`config.mk`:
```
export PLATFORM = sky130hd
export DESIGN_NAME = branch_redirect_ctrl
export DESIGN_NICKNAME = d
export VERILOG_FILES = /design/src/rtl/branch_redirect_ctrl.sv
export SDC_FILE = /design/constraint.sdc
export NUM_CORES = 1
export LEC_CHECK = 0
export CAP_MARGIN = 20
export CORE_MARGIN = 5
export CORE_UTILIZATION = 45
export DETAILED_ROUTE_END_ITERATION = 10
export GPL_TIMING_DRIVEN = 0
export PLACE_DENSITY = 0.87
export SLEW_MARGIN = 10
export SYNTH_ARGS = -nofsm -noshare
export SYNTH_HDL_FRONTEND = slang
export SYNTH_SLANG_ARGS = --single-unit
```
`constraint.sdc`:
```
create_clock -name clk -period 9.81 [get_ports clk]
set_clock_uncertainty 0.05 [all_clocks]
set_input_delay 0.981 -clock clk [delete_from_list [all_inputs] [get_ports clk]]
set_output_delay 0.981 -clock clk [all_outputs]
set_load 0.005 [all_outputs]
```
`src/rtl/branch_redirect_ctrl.sv`:
```
// Turns execute-stage branch resolution into a held fetch redirect, a one-cycle flush of
// younger stages, a wrong-path squash window, predictor updates and saturating counters.
module branch_redirect_ctrl #(
  parameter int SHADOW_CYCLES = 2,
  parameter int CNT_W         = 32
) (
  input  logic             clk,
  input  logic             reset,
  input  logic             ex_br_valid,
  input  logic [31:0]      ex_br_pc,
  input  logic             ex_br_taken,
  input  logic [31:0]      ex_br_target,
  input  logic             ex_pred_taken,
  input  logic [31:0]      ex_pred_target,
  input  logic             fetch_redirect_ready,
  output logic             redirect_valid,
  output logic [31:0]      redirect_pc,
  output logic             flush,
  output logic             wrong_path,
  output logic             upd_valid,
  output logic [31:0]      upd_pc,
  output logic             upd_taken,
  output logic [31:0]      upd_target,
  output logic [CNT_W-1:0] br_cnt,
  output logic [CNT_W-1:0] mispred_cnt
);

  typedef enum logic [1:0] {IDLE, HOLD, SHADOW} state_t;

  typedef struct packed {
    logic        vld;
    logic [31:0] pc;
    logic        taken;
    logic [31:0] target;
  } upd_t;

  state_t           state_q, state_d;
  logic [3:0]       shadow_cnt_q, shadow_cnt_d;
  logic             redirect_valid_q, redirect_valid_d;
  logic [31:0]      redirect_pc_q, redirect_pc_d;
  logic             flush_q, flush_d;
  upd_t             upd_q, upd_d;
  logic [CNT_W-1:0] br_cnt_q, br_cnt_d;
  logic [CNT_W-1:0] mispred_cnt_q, mispred_cnt_d;

  logic accept, mispred;

  // Only branches seen while IDLE are on the correct path; everything else is squashed.
  assign accept  = ex_br_valid && (state_q == IDLE);
  assign mispred = (ex_br_taken != ex_pred_taken) || (ex_br_target != ex_pred_target);

  always_comb begin
    state_d          = state_q;
    shadow_cnt_d     = shadow_cnt_q;
    redirect_valid_d = redirect_valid_q;
    redirect_pc_d    = redirect_pc_q;
    flush_d          = 1'b0;
    br_cnt_d         = br_cnt_q;
    mispred_cnt_d    = mispred_cnt_q;

    upd_d        = '0;
    upd_d.vld    = accept;
    upd_d.pc     = accept ? ex_br_pc     : upd_q.pc;
    upd_d.taken  = accept ? ex_br_taken  : upd_q.taken;
    upd_d.target = accept ? ex_br_target : upd_q.target;

    if (accept && (br_cnt_q != '1))
      br_cnt_d = br_cnt_q + CNT_W'(1);

    unique case (state_q)
      IDLE: begin
        if (accept && mispred) begin
          state_d          = HOLD;
          redirect_valid_d = 1'b1;
          redirect_pc_d    = ex_br_target;
          flush_d          = 1'b1;
          if (mispred_cnt_q != '1)
            mispred_cnt_d = mispred_cnt_q + CNT_W'(1);
        end
      end
      HOLD: begin
        if (fetch_redirect_ready) begin
          redirect_valid_d = 1'b0;
          if (SHADOW_CYCLES == 0) begin
            state_d = IDLE;
          end else begin
            state_d      = SHADOW;
            shadow_cnt_d = 4'(SHADOW_CYCLES);
          end
        end
      end
      SHADOW: begin
        shadow_cnt_d = shadow_cnt_q - 4'd1;
        if (shadow_cnt_q <= 4'd1) begin
          state_d      = IDLE;
          shadow_cnt_d = 4'd0;
        end
      end
      default: begin
        state_d          = IDLE;
        shadow_cnt_d     = 4'd0;
        redirect_valid_d = 1'b0;
      end
    endcase
  end

  always_ff @(posedge clk or posedge reset) begin
    if (reset) begin
      state_q          <= IDLE;
      shadow_cnt_q     <= 4'd0;
      redirect_valid_q <= 1'b0;
      redirect_pc_q    <= 32'd0;
      flush_q          <= 1'b0;
      upd_q            <= '0;
      br_cnt_q         <= '0;
      mispred_cnt_q    <= '0;
    end else begin
      state_q          <= state_d;
      shadow_cnt_q     <= shadow_cnt_d;
      redirect_valid_q <= redirect_valid_d;
      redirect_pc_q    <= redirect_pc_d;
      flush_q          <= flush_d;
      upd_q            <= upd_d;
      br_cnt_q         <= br_cnt_d;
      mispred_cnt_q    <= mispred_cnt_d;
    end
  end

  assign redirect_valid = redirect_valid_q;
  assign redirect_pc    = redirect_pc_q;
  assign flush          = flush_q;
  assign wrong_path     = (state_q == HOLD) || (state_q == SHADOW);
  assign upd_valid      = upd_q.vld;
  assign upd_pc         = upd_q.pc;
  assign upd_taken      = upd_q.taken;
  assign upd_target     = upd_q.target;
  assign br_cnt         = br_cnt_q;
  assign mispred_cnt    = mispred_cnt_q;

endmodule

```
==> tab_implementation.tex, run 1 <==
\begin{tabular}{lr}
\hline
Metric & Value \\
\hline
\multicolumn{2}{l}{\textbf{Pwr}} \\
\quad Leakage & roughly 5.2 nW \\
\quad Power, Total & between 2 and 3 mW \\
\quad Power density over the cells & around 250 mW/mm\^{}2 \\
\quad Maximum VDD drop & around 0.17 mV \\
\multicolumn{2}{l}{\textbf{Synth}} \\
\quad Post-synthesis register bit count & between 150 and 200 \\
\quad Post-synth cell types & 46 \\
\quad Top post-synthesis cells by area & dfrtp\_1 (55\%), nand2\_1 (11\%), xnor2\_1 (6.5\%) \\
\quad Yosys synthesis warning count & 0 \\
\quad Fraction of the yosys area taken by sequential cells & 55.2\% \\
\quad Post-synthesis instance area & 0.00771 mm\^{}2 \\
\quad Post-synth EDFFs & 0 \\
\quad Gate count after technology mapping & a little over 700 \\
\quad Share of synthesized flip-flops with an asynchronous set or reset & 100\% \\
\quad Synth top area share & 55.2\% \\
\quad Cell taking the most area after synthesis & dfrtp\_1 \\
\quad Top cells by count, synth & nand2\_1 (225), dfrtp\_1 (170), xnor2\_1 (57) \\
\quad Avg Inst Size Synth & 10.7 um\^{}2 \\
\quad Leading cell type by number of instances after synthesis & nand2\_1 \\
\quad Post-synthesis net count & 833 \\
\quad Top\_reg\_cell synth & dfrtp\_1 \\
\multicolumn{2}{l}{\textbf{Global routing}} \\
\quad Antenna violations before repair & 0 \\
\quad Total gr overflow & 0 \\
\quad Global-route wire length before repair & 35,500 um \\
\quad Overall Global Routing Usage & about 23\% \\
\quad Vias in the first global route & between 6,000 and 7,000 \\
\quad Maximum number of pins on one net before global-route repair & 89 \\
\multicolumn{2}{l}{\textbf{Floorplanning}} \\
\quad Core region area & 0.0167 mm\^{}2 \\
\quad Width of the die & around 140 um \\
\quad Chip height & around 140 um \\
\quad Initial standard-cell utilization of the core & 46.2\% \\
\quad Full die area & between 0.015 and 0.02 mm\^{}2 \\
\quad Boundary pin count & 267 \\
\quad Number of core rows & 47 \\
\multicolumn{2}{l}{\textbf{STA}} \\
\quad Final Hold Slack & approximately 0.42 ns \\
\quad Worst slew pin tran & between 0.8 and 0.9 ns \\
\quad Final worst-path cycle share & 34.9\% \\
\quad Number of slew-limit violations in the final report & 0 \\
\quad Setup repair after global routing missed its margin & false \\
\quad Final setup fails & 0 \\
\quad Max\_slew headroom & between 40\% and 50\% \\
\quad Final Hold Violating Endpoints & 0 \\
\quad Setup TNS & 0 ns \\
\quad Final worst slack & roughly 6.4 ns \\
\quad Final min period & $\sim$3.4 ns \\
\quad Maximum achievable frequency & approximately 300 MHz \\
\multicolumn{2}{l}{\textbf{Setup path}} \\
\quad Worst EP required & slightly above 10 ns \\
\quad Reg-to-Reg Start & state\_q[0]\$\_DFFE\_PP0P\_ \\
\quad R2R depth & 9 \\
\quad Crit start category & input pin \\
\quad FF-to-FF setup slack & between 6 and 7 ns \\
\quad Kind of capture point of the worst setup path & flip-flop \\
\quad Highest fanout seen on the critical path & 10 \\
\quad CP Data Arrival Time & 3.72 ns \\
\quad Category of the most critical setup path & input pin to flip-flop \\
\quad Reg-to-reg endpoint & upd\_target[10]\$\_DFFE\_PP0P\_ \\
\multicolumn{2}{l}{\textbf{Min path}} \\
\quad Cells on Worst Hold Path & 2 \\
\quad Worst min-delay path class & flip-flop to flip-flop \\
\quad Launch instance of the worst min-delay path & upd\_target[15]\$\_DFFE\_PP0P\_ \\
\quad Worst hold path endpoint & upd\_target[15]\$\_DFFE\_PP0P\_ \\
\multicolumn{2}{l}{\textbf{Layout}} \\
\quad Net total in the final layout & 1,119 \\
\quad Multi-input gate area & 0.00327 mm\^{}2 \\
\quad Storage element area & between 0.004 and 0.005 mm\^{}2 \\
\quad Post-synthesis to final-layout area growth & 45.7\% \\
\quad Post-route design area & between 0.01 and 0.015 mm\^{}2 \\
\quad Util after Layout & between 60\% and 70\% \\
\quad Number of antenna repair diodes & 0 \\
\quad Share of post-route cells with drive strength above 1 & a little under a tenth \\
\quad Filler cell count & about 1,200 \\
\quad Final std cells w/o fill & between 1,000 and 1,500 \\
\multicolumn{2}{l}{\textbf{Routing}} \\
\quad DR pass1 iterations & 5 \\
\quad Detailed Route WL & 22,600 um \\
\quad Average vias per placed instance & roughly 5.2 \\
\quad Post-DR wirelength/cell & about 18 um \\
\quad Detailed router's first-iteration violation count & roughly 330 \\
\quad Detailed-route via count & roughly 6,400 \\
\quad Number of remaining DRC errors & 0 \\
\quad Number of antenna-violating nets in the routed design & 0 \\
\multicolumn{2}{l}{\textbf{Clocking}} \\
\quad Number of buffers inserted to repair setup after CTS & 0 \\
\quad Number of buffers created by CTS & 17 \\
\quad Latest clock arrival within the worst-skew pair & approximately 0.4 ns \\
\quad CTS Buffer Depth & 2 \\
\quad Total of hold buffers inserted after clock tree synthesis & 0 \\
\quad TritonCTS clock tree & built \\
\quad Clk root buf & clkbuf\_16 \\
\quad Cells resized by post-CTS repair & 0 \\
\quad Sinks on the clock net & between 150 and 200 \\
\quad Max H-tree Level & 4 \\
\quad Clock-pin slew on the worst setup and hold paths & about 0.07 ns \\
\multicolumn{2}{l}{\textbf{Placed design}} \\
\quad Number of instances in the placed design & 1,210 \\
\quad Total half-perimeter wirelength after legalization and detailed placement & roughly 17,000 um \\
\quad Gp weighted congestion & between 0.8 and 0.9 \\
\quad Cell area after placement & 0.0107 mm\^{}2 \\
\quad Post-place setup slack & between 5 and 6 ns \\
\quad Buffers added on ports & $\sim$270 \\
\multicolumn{2}{l}{\textbf{Run}} \\
\quad Max capacitance violation total & 0 \\
\multicolumn{2}{l}{\textbf{Status}} \\
\quad Run status & finished, final reports clean \\
\hline
\end{tabular}
power breakdown:
group / internal [mW] / switching (mW)
sequential: 0.932 / 0.158
clock: 0.341 / 0.286
combinational: 0.634 / 0.451
total: 1.91 / 0.895
routing by layer:
metal / vias to the layer above / global-route usage, % / wire (um)
li1: 2989 / - / -
met1: 3156 / 26.8 / 8750
met2: 249 / 39.0 / 11400
met3: 29 / 8.43 / 2000
met4: 0 / 6.53 / 461
met5: - / 0 / 0
worst max-delay path, cell delays in order:
cell and delay [ns]:
clkdlybuf4s50_1 0.50, nand2_2 0.19, inv_1 0.25, clkbuf_1 0.44, clkbuf_1 0.64, buf_1 0.50
nand2_1 0.14, nand2_1 0.09
area by class of cell:
type | count | share of cell area [%]
Clock inverter | 11 | 0.780
Multi-Input combinational cell | 513 | 29.1
Clock buffer | 21 | 4.10
Buffer | 26 | 1.25
Timing Repair Buffer | 267 | 23.9
Sequential cell | 170 | 37.9
Tap cell | 220 | 2.45
Inverter | 14 | 0.535
how the worst max path moves through the flow:
stage / startpoint / to / slack (ns) / cells past startpoint
global placement: reset / upd_target[19]$_DFFE_PP0P_ / 1.89 / 2
finish: ex_br_valid / upd_target[10]$_DFFE_PP0P_ / 6.39 / 8
CTS: ex_br_valid / upd_target[10]$_DFFE_PP0P_ / 6.40 / 8
floorplan: reset / br_cnt[0]$_DFFE_PP0P_ / 4.18 / 1
global route: ex_br_valid / upd_target[10]$_DFFE_PP0P_ / 6.23 / 8
detailed placement: ex_br_valid / upd_target[10]$_DFFE_PP0P_ / 5.97 / 8
registers in the layout (all words and copies together) (netlist names):
register / cells
br_cnt: 32
flush: 1
mispred_cnt: 32
redirect_pc: 32
redirect_valid: 1
shadow_cnt_q: 4
state_q: 2
upd_pc: 32
upd_taken: 1
upd_target: 32
upd_valid: 1
cell usage in the layout, fill, tap and decap left out, types with 10 or more instances in the layout:
| cell type | count |
|---|---|
| nor3_1 | 18 |
| and3_1 | 10 |
| nand4_1 | 30 |
| dfrtp_1 | 170 |
| clkbuf_1 | 14 |
| nor4_1 | 10 |
| nand2_1 | 225 |
| inv_1 | 13 |
| mux2_4 | 26 |
| xnor2_1 | 57 |
| clkbuf_16 | 17 |
| clkdlybuf4s50_1 | 266 |
| nand3_1 | 21 |
| xor2_1 | 38 |
| nor2_1 | 14 |
kinds of logic after synthesis:
group / synth area share, %
AO/OA/AOI/OAI: 1.38
multiplexers: 6.51
XOR/XNOR: 10.8
adder cells (fa/ha/maj): 1.30
AND/OR/NAND/NOR: 22.4
flip-flops: 55.2
buffers and inverters: 2.50
(Power assumes the default switching activity.)
==> inputs of run 2 (changes only) <==
--- a/config.mk
+++ b/config.mk
@@ -7,10 +7,10 @@
 export LEC_CHECK = 0
 export CAP_MARGIN = 20
 export CORE_MARGIN = 5
-export CORE_UTILIZATION = 45
+export CORE_UTILIZATION = 41
 export DETAILED_ROUTE_END_ITERATION = 10
 export GPL_TIMING_DRIVEN = 0
-export PLACE_DENSITY = 0.87
+export PLACE_DENSITY = 0.83
 export SLEW_MARGIN = 10
 export SYNTH_ARGS = -nofsm -noshare
 export SYNTH_HDL_FRONTEND = slang
==> constraint.sdc (replaced) <==
create_clock -name clk -period 3 [get_ports clk]
set_clock_uncertainty 0.05 [all_clocks]
set_input_delay 0.3 -clock clk [delete_from_list [all_inputs] [get_ports clk]]
set_output_delay 0.3 -clock clk [all_outputs]
set_load 0.005 [all_outputs]
==> run 2 against run 1 <==
  * First-iteration DRC count decreased by 27%
  * Cell count increased by 1.4%
  * Worst hold slack got worse by 0.15 ns
  * Largest power group is now combinational logic
  * Highest routed layer unchanged
==> tab_implementation.tex, run 2 (synthesis gave the netlist of run 1 again) <==
\begin{tabular}{lr}
\hline
Metric & Value \\
\hline
\multicolumn{2}{l}{\textbf{Setup path}} \\
\quad Crit start category & input pin \\
\quad Reg-to-reg endpoint & upd\_target[29]\$\_DFFE\_PP0P\_ \\
\quad Kind of capture point of the worst setup path & flip-flop \\
\quad Worst EP required & roughly 3.3 ns \\
\quad Highest fanout seen on the critical path & 10 \\
\quad FF-to-FF setup slack & between 0.4 and 0.5 ns \\
\quad Category of the most critical setup path & input pin to flip-flop \\
\quad R2R depth & 9 \\
\quad CP Data Arrival Time & slightly below 3 ns \\
\quad Reg-to-Reg Start & state\_q[0]\$\_DFFE\_PP0P\_ \\
\multicolumn{2}{l}{\textbf{STA}} \\
\quad Worst slew pin tran & around 0.87 ns \\
\quad Final worst-path cycle share & 88.5\% \\
\quad Final worst slack & around 0.34 ns \\
\quad Number of slew-limit violations in the final report & 0 \\
\quad Final setup fails & 0 \\
\quad Final Hold Violating Endpoints & 0 \\
\quad Max\_slew headroom & $\sim$42\% \\
\quad Final min period & about 2.7 ns \\
\quad Setup repair after global routing missed its margin & false \\
\quad Maximum achievable frequency & around 380 MHz \\
\multicolumn{2}{l}{\textbf{Clocking}} \\
\quad Number of buffers inserted to repair setup after CTS & 0 \\
\quad Clock-pin slew on the worst setup and hold paths & around 0.07 ns \\
\quad Clk root buf & clkbuf\_16 \\
\quad Latest clock arrival within the worst-skew pair & between 0.4 and 0.5 ns \\
\quad Max H-tree Level & 4 \\
\quad TritonCTS clock tree & built \\
\quad CTS Buffer Depth & 2 \\
\quad Sinks on the clock net & 170 \\
\quad Number of buffers created by CTS & 17 \\
\multicolumn{2}{l}{\textbf{Placed design}} \\
\quad Total half-perimeter wirelength after legalization and detailed placement & around 17,000 um \\
\quad Post-place setup slack & -0.192 ns \\
\quad Buffers added on ports & 266 \\
\quad Gp weighted congestion & 0.868 \\
\multicolumn{2}{l}{\textbf{Routing}} \\
\quad Number of antenna-violating nets in the routed design & 0 \\
\quad Average vias per placed instance & 5.05 \\
\quad Number of remaining DRC errors & 0 \\
\quad Detailed Route WL & around 23,000 um \\
\quad DR pass1 iterations & 5 \\
\quad Detailed router's first-iteration violation count & 240 \\
\quad Post-DR wirelength/cell & between 15 and 20 um \\
\quad Detailed-route via count & 6,368 \\
\multicolumn{2}{l}{\textbf{Floorplanning}} \\
\quad Core region area & between 0.015 and 0.02 mm\^{}2 \\
\quad Width of the die & roughly 150 um \\
\quad Number of core rows & 50 \\
\quad Boundary pin count & between 200 and 300 \\
\quad Chip height & 147 um \\
\quad Full die area & approximately 0.022 mm\^{}2 \\
\quad Initial standard-cell utilization of the core & 41.4\% \\
\multicolumn{2}{l}{\textbf{Layout}} \\
\quad Util after Layout & 60.8\% \\
\quad Filler cell count & 1,542 \\
\quad Share of post-route cells with drive strength above 1 & around a tenth \\
\quad Leading cell type in the layout, fill and taps excluded & clkdlybuf4s50\_1 \\
\quad Commonest cells after routing, fill and taps aside & clkdlybuf4s50\_1 (266), nand2\_1 (225), dfrtp\_1 (170) \\
\quad Net total in the final layout & 1,123 \\
\quad Post-synthesis to final-layout area growth & 47.1\% \\
\quad Number of antenna repair diodes & 0 \\
\multicolumn{2}{l}{\textbf{Min path}} \\
\quad Worst min-delay path class & input pin to asynchronous set/reset pin \\
\multicolumn{2}{l}{\textbf{Status}} \\
\quad Run status & finished, final reports clean \\
\multicolumn{2}{l}{\textbf{Global routing}} \\
\quad Overall Global Routing Usage & around a fifth \\
\quad Vias in the first global route & between 6,000 and 7,000 \\
\quad Global-route wire length before repair & around 36,000 um \\
\quad Antenna violations before repair & 0 \\
\quad Maximum number of pins on one net before global-route repair & 38 \\
\quad Total gr overflow & 0 \\
\multicolumn{2}{l}{\textbf{Pwr}} \\
\quad Power density over the cells & 815 mW/mm\^{}2 \\
\quad Power, Total & 9.24 mW \\
\quad Leakage & $\sim$5.3 nW \\
\quad Maximum VDD drop & roughly 0.52 mV \\
\multicolumn{2}{l}{\textbf{Run}} \\
\quad Max capacitance violation total & 0 \\
\hline
\end{tabular}
==> run 2: final cells by class <==
type | instances | area, um^2 | area share, %
clock buffer | 19 | 433 | 3.82
clock inverter | 13 | 134 | 1.18
multi-input combinational | 513 | 3270 | 28.8
tap | 234 | 293 | 2.58
sequential | 170 | 4250 | 37.5
timing repair buffer | 271 | 2760 | 24.4
inverter | 14 | 56.3 | 0.496
buffer | 26 | 145 | 1.28
==> run 2: metal layers <==
metal  share of wire (%)  GRT usage (%)  routed length [um]
met1                  40           24.9                8960
met2                  50           36.1               11300
met3                 7.9           6.45                1770
met4                 2.1           6.85                 467
met5                   0              0                   0
==> run 2: what timing repair did <==
item,CTS,global route
hold buffers,0,0
setup endpoints to repair,38,24
cloned,0,0
gates resized for setup,1,4
==> run 2: how the worst max path moves through the flow <==
stage,start,end,slack (ns),cells past startpoint
CTS,state_q[0]$_DFFE_PP0P_,upd_target[20]$_DFFE_PP0P_,0.09,9
global route,state_q[0]$_DFFE_PP0P_,upd_pc[7]$_DFFE_PP0P_,0.19,9
finish,ex_br_target[4],redirect_pc[7]$_DFFE_PP0P_,0.34,7
floorplan,reset,br_cnt[0]$_DFFE_PP0P_,0.48,1
global placement,reset,mispred_cnt[3]$_DFFE_PP0P_,-0.96,2
detailed placement,ex_br_valid,upd_target[18]$_DFFE_PP0P_,-0.19,8
==> run 2: worst max-delay path, cell delays in order <==
cell	delay (ns)
clkdlybuf4s50_1	0.46
xnor2_1	0.35
nand4_1	0.16
nor4_2	0.55
a31oi_2	0.46
buf_6	0.31
mux2_4	0.31
==> run 2: through the flow <==
step	setup TNS [ns]	area, um^2	cells	hold slack [ns]
3_3_place_gp	-164.96	10700	1223	0.407
4_1_cts	0	11300	1260	0.270
2_1_floorplan	0	7720	723	0.355
5_1_grt	0	11300	1260	0.301
3_5_place_dp	-5.14	10800	1228	0.411
6_report	0	11300	1260	0.273
==> run 2: where the power goes <==
group / total (mW) / internal, mW / switching (mW)
registers: 3.54 / 3.05 / 0.492
logic: 3.55 / 2.08 / 1.46
clock network: 2.16 / 1.17 / 0.988
total: 9.24 / 6.30 / 2.94
==> inputs of run 3 (changes only) <==
--- a/config.mk
+++ b/config.mk
@@ -7,10 +7,12 @@
 export LEC_CHECK = 0
 export CAP_MARGIN = 20
 export CORE_MARGIN = 5
-export CORE_UTILIZATION = 41
+export CORE_UTILIZATION = 42
+export CTS_BUF_LIST = sky130_fd_sc_hd__clkbuf_4 sky130_fd_sc_hd__clkbuf_8
+export CTS_CLUSTER_DIAMETER = 80
 export DETAILED_ROUTE_END_ITERATION = 10
 export GPL_TIMING_DRIVEN = 0
-export PLACE_DENSITY = 0.83
+export PLACE_DENSITY = 0.85
 export SLEW_MARGIN = 10
 export SYNTH_ARGS = -nofsm -noshare
 export SYNTH_HDL_FRONTEND = slang
==> run 3 against run 2 <==
  * Design area fell by 1.9%
  * Combinational power barely moved
  * Clock power fell by 30%
  * Clock-buffer cell count rose by 1
  * Highest routed layer unchanged
  * Critical path depth rose by 2
  * Setup slack got worse by 0.10 ns
  * Worst hold slack got worse by 0.055 ns
  * Flip-flop and latch count did not move
==> tab_implementation.tex, run 3 (synthesis gave the netlist of run 1 again) <==
\begin{tabular}{lr}
\hline
Metric & Value \\
\hline
\multicolumn{2}{l}{\textbf{Pwr}} \\
\quad Fraction of power spent switching nets & around 33\% \\
\quad Maximum VDD drop & 0.528 mV \\
\quad Switching power & 2.82 mW \\
\quad Power, Total & roughly 8.6 mW \\
\quad Internal Pwr Total & between 5 and 6 mW \\
\quad Proportion of power drawn by combinational gates & 41.2\% \\
\quad Clock network power share & approximately 18\% \\
\quad Leakage & about 5.2 nW \\
\quad Power density over the cells & 772 mW/mm\^{}2 \\
\quad Part of the power in registers & roughly 41\% \\
\multicolumn{2}{l}{\textbf{Status}} \\
\quad Run status & finished, final reports clean \\
\multicolumn{2}{l}{\textbf{Floorplanning}} \\
\quad Initial standard-cell utilization of the core & 42.8\% \\
\quad Number of core rows & 49 \\
\quad Boundary pin count & roughly 270 \\
\quad Width of the die & between 100 and 150 um \\
\quad Chip height & roughly 150 um \\
\quad Core region area & 0.0180 mm\^{}2 \\
\quad Full die area & approximately 0.021 mm\^{}2 \\
\multicolumn{2}{l}{\textbf{Placed design}} \\
\quad Cell area after placement & $\sim$0.011 mm\^{}2 \\
\quad Post-place setup slack & -0.202 ns \\
\quad Total half-perimeter wirelength after legalization and detailed placement & around 17,000 um \\
\quad Gp weighted congestion & $\sim$0.85 \\
\quad Buffers added on ports & approximately 270 \\
\multicolumn{2}{l}{\textbf{Global routing}} \\
\quad Overall Global Routing Usage & 20.8\% \\
\quad Antenna violations before repair & 0 \\
\quad Maximum number of pins on one net before global-route repair & 37 \\
\quad Total gr overflow & 0 \\
\quad Vias in the first global route & between 6,000 and 7,000 \\
\quad Global-route wire length before repair & around 35,000 um \\
\multicolumn{2}{l}{\textbf{STA}} \\
\quad Final Hold Slack & between 0.2 and 0.25 ns \\
\quad Final min period & $\sim$2.8 ns \\
\quad Max\_slew headroom & 43.6\% \\
\quad Final Hold Violating Endpoints & 0 \\
\quad Final setup fails & 0 \\
\quad Number of slew-limit violations in the final report & 0 \\
\quad Final worst slack & between 0.2 and 0.25 ns \\
\quad Final worst-path cycle share & between 90\% and 100\% \\
\quad Worst slew pin tran & between 0.8 and 0.9 ns \\
\quad Setup repair after global routing missed its margin & false \\
\quad Maximum achievable frequency & approximately 360 MHz \\
\multicolumn{2}{l}{\textbf{Run}} \\
\quad Max capacitance violation total & 0 \\
\multicolumn{2}{l}{\textbf{Setup path}} \\
\quad Kind of capture point of the worst setup path & flip-flop \\
\quad Slowest library cell on the worst path & clkbuf\_1 \\
\quad Cell Chain, Critical Path & inv\_1 -> ha\_1 -> nand2\_2 -> inv\_1 -> clkbuf\_1 -> clkbuf\_2 -> buf\_1 -> nand2\_1 -> nand2\_1 \\
\quad Worst EP required & roughly 3.3 ns \\
\quad Worst stage delay on the critical path & $\sim$0.44 ns \\
\quad FF-to-FF setup slack & approximately 0.24 ns \\
\quad Category of the most critical setup path & flip-flop to flip-flop \\
\quad CP Data Arrival Time & 3.09 ns \\
\quad Crit start category & flip-flop \\
\quad Highest fanout seen on the critical path & 10 \\
\multicolumn{2}{l}{\textbf{Layout}} \\
\quad Share of post-route cells with drive strength above 1 & 9.85\% \\
\quad Post-route design area & 0.0111 mm\^{}2 \\
\quad Number of antenna repair diodes & 0 \\
\quad Post-synthesis to final-layout area growth & 44.3\% \\
\quad Multi-input gate area & between 0.003 and 0.004 mm\^{}2 \\
\quad Commonest cells after routing, fill and taps aside & clkdlybuf4s50\_1 (266), nand2\_1 (225), dfrtp\_1 (170) \\
\quad Filler cell count & 1,471 \\
\quad Leading cell type in the layout, fill and taps excluded & clkdlybuf4s50\_1 \\
\quad Storage element area & roughly 0.0043 mm\^{}2 \\
\quad Net total in the final layout & 1,123 \\
\multicolumn{2}{l}{\textbf{Routing}} \\
\quad Detailed Route WL & between 20,000 and 25,000 um \\
\quad Detailed-route via count & about 6,300 \\
\quad DR pass1 iterations & 4 \\
\quad Average vias per placed instance & 5.05 \\
\quad Number of antenna-violating nets in the routed design & 0 \\
\quad Detailed router's first-iteration violation count & 281 \\
\quad Number of remaining DRC errors & 0 \\
\quad Post-DR wirelength/cell & between 15 and 20 um \\
\multicolumn{2}{l}{\textbf{Clocking}} \\
\quad Clk root buf & clkbuf\_8 \\
\quad Clock-pin slew on the worst setup and hold paths & roughly 0.090 ns \\
\quad Number of buffers inserted to repair setup after CTS & 0 \\
\quad Max H-tree Level & 4 \\
\quad Sinks on the clock net & 170 \\
\quad Total of hold buffers inserted after clock tree synthesis & 0 \\
\quad Latest clock arrival within the worst-skew pair & $\sim$0.45 ns \\
\quad Number of buffers created by CTS & 17 \\
\quad CTS Buffer Depth & 2 \\
\quad TritonCTS clock tree & built \\
\multicolumn{2}{l}{\textbf{Min path}} \\
\quad Worst min-delay path class & input pin to asynchronous set/reset pin \\
\hline
\end{tabular}
[run 3: cell types whose count changed in the layout (fill, tap and decap cells not counted), sizes merged]
cell	before	now
inv	21	16
clkbuf	33	34
clkinv	2	5
bufinv	1	0
clkinvlp	3	4
[run 3: timing repair]
item	4_1_cts	5_1_grt
gates cloned	0	0
gates resized for setup	1	2
setup endpoints to repair	38	5
[run 3: cell type report]
class | instances | share of cell area (%)
sequential | 170 | 38.2
tap | 229 | 2.57
multi-input combinational | 513 | 29.3
buffer | 26 | 1.29
timing repair buffer | 271 | 24.8
inverter | 14 | 0.506
clock inverter | 11 | 0.787
clock buffer | 20 | 2.47
[run 3: through the flow]
stage / instances / utilization, % / TNS, ns
after detailed placement: 1223 / 59.7 / -4.88
after global routing: 1254 / 61.8 / 0
after global placement: 1218 / 59.2 / -166.13
after floorplan: 723 / - / 0
after CTS: 1254 / 61.7 / 0
final: 1254 / 61.8 / 0
[run 3: final timing paths]
kind | start | to | depth (start not counted)
setup / recovery | state_q[0]$_DFFE_PP0P_ | upd_pc[0]$_DFFE_PP0P_ | 9
hold / removal | reset | br_cnt[27]$_DFFE_PP0P_ | 2
setup reg to reg | state_q[0]$_DFFE_PP0P_ | upd_pc[0]$_DFFE_PP0P_ | 9
hold reg to reg | upd_pc[28]$_DFFE_PP0P_ | upd_pc[28]$_DFFE_PP0P_ | 2
max in group asynchronous | reset | redirect_pc[29]$_DFFE_PP0P_ | 6
min in group clk | ex_br_pc[12] | upd_pc[12]$_DFFE_PP0P_ | 3
[run 3: routing by layer]
| layer | up-vias | wire [um] | GRT usage [%] |
|---|---|---|---|
| li1 | 2989 | - | - |
| met1 | 3069 | 8680 | 24.8 |
| met2 | 239 | 10800 | 34.4 |
| met3 | 34 | 1950 | 8.07 |
| met4 | 0 | 647 | 7.56 |
| met5 | - | 0 | 0 |
[run 3: power groups by stage]
stage	registers [mW]	clock network (mW)	logic [mW]
2_1_floorplan	3.57	0	1.33
3_3_place_gp	3.53	0	3.49
3_5_place_dp	3.56	0	3.59
4_1_cts	3.53	1.57	3.59
5_1_grt	3.64	1.66	3.83
6_report	3.53	1.52	3.54
[run 3: critical path: cells and delay by family (launching register included)]
family                   cells  cell delay, ns
adder cells (fa/ha/maj)      1            0.22
buffers and inverters        5            1.63
flip-flops                   1            0.42
AND/OR/NAND/NOR              3            0.38
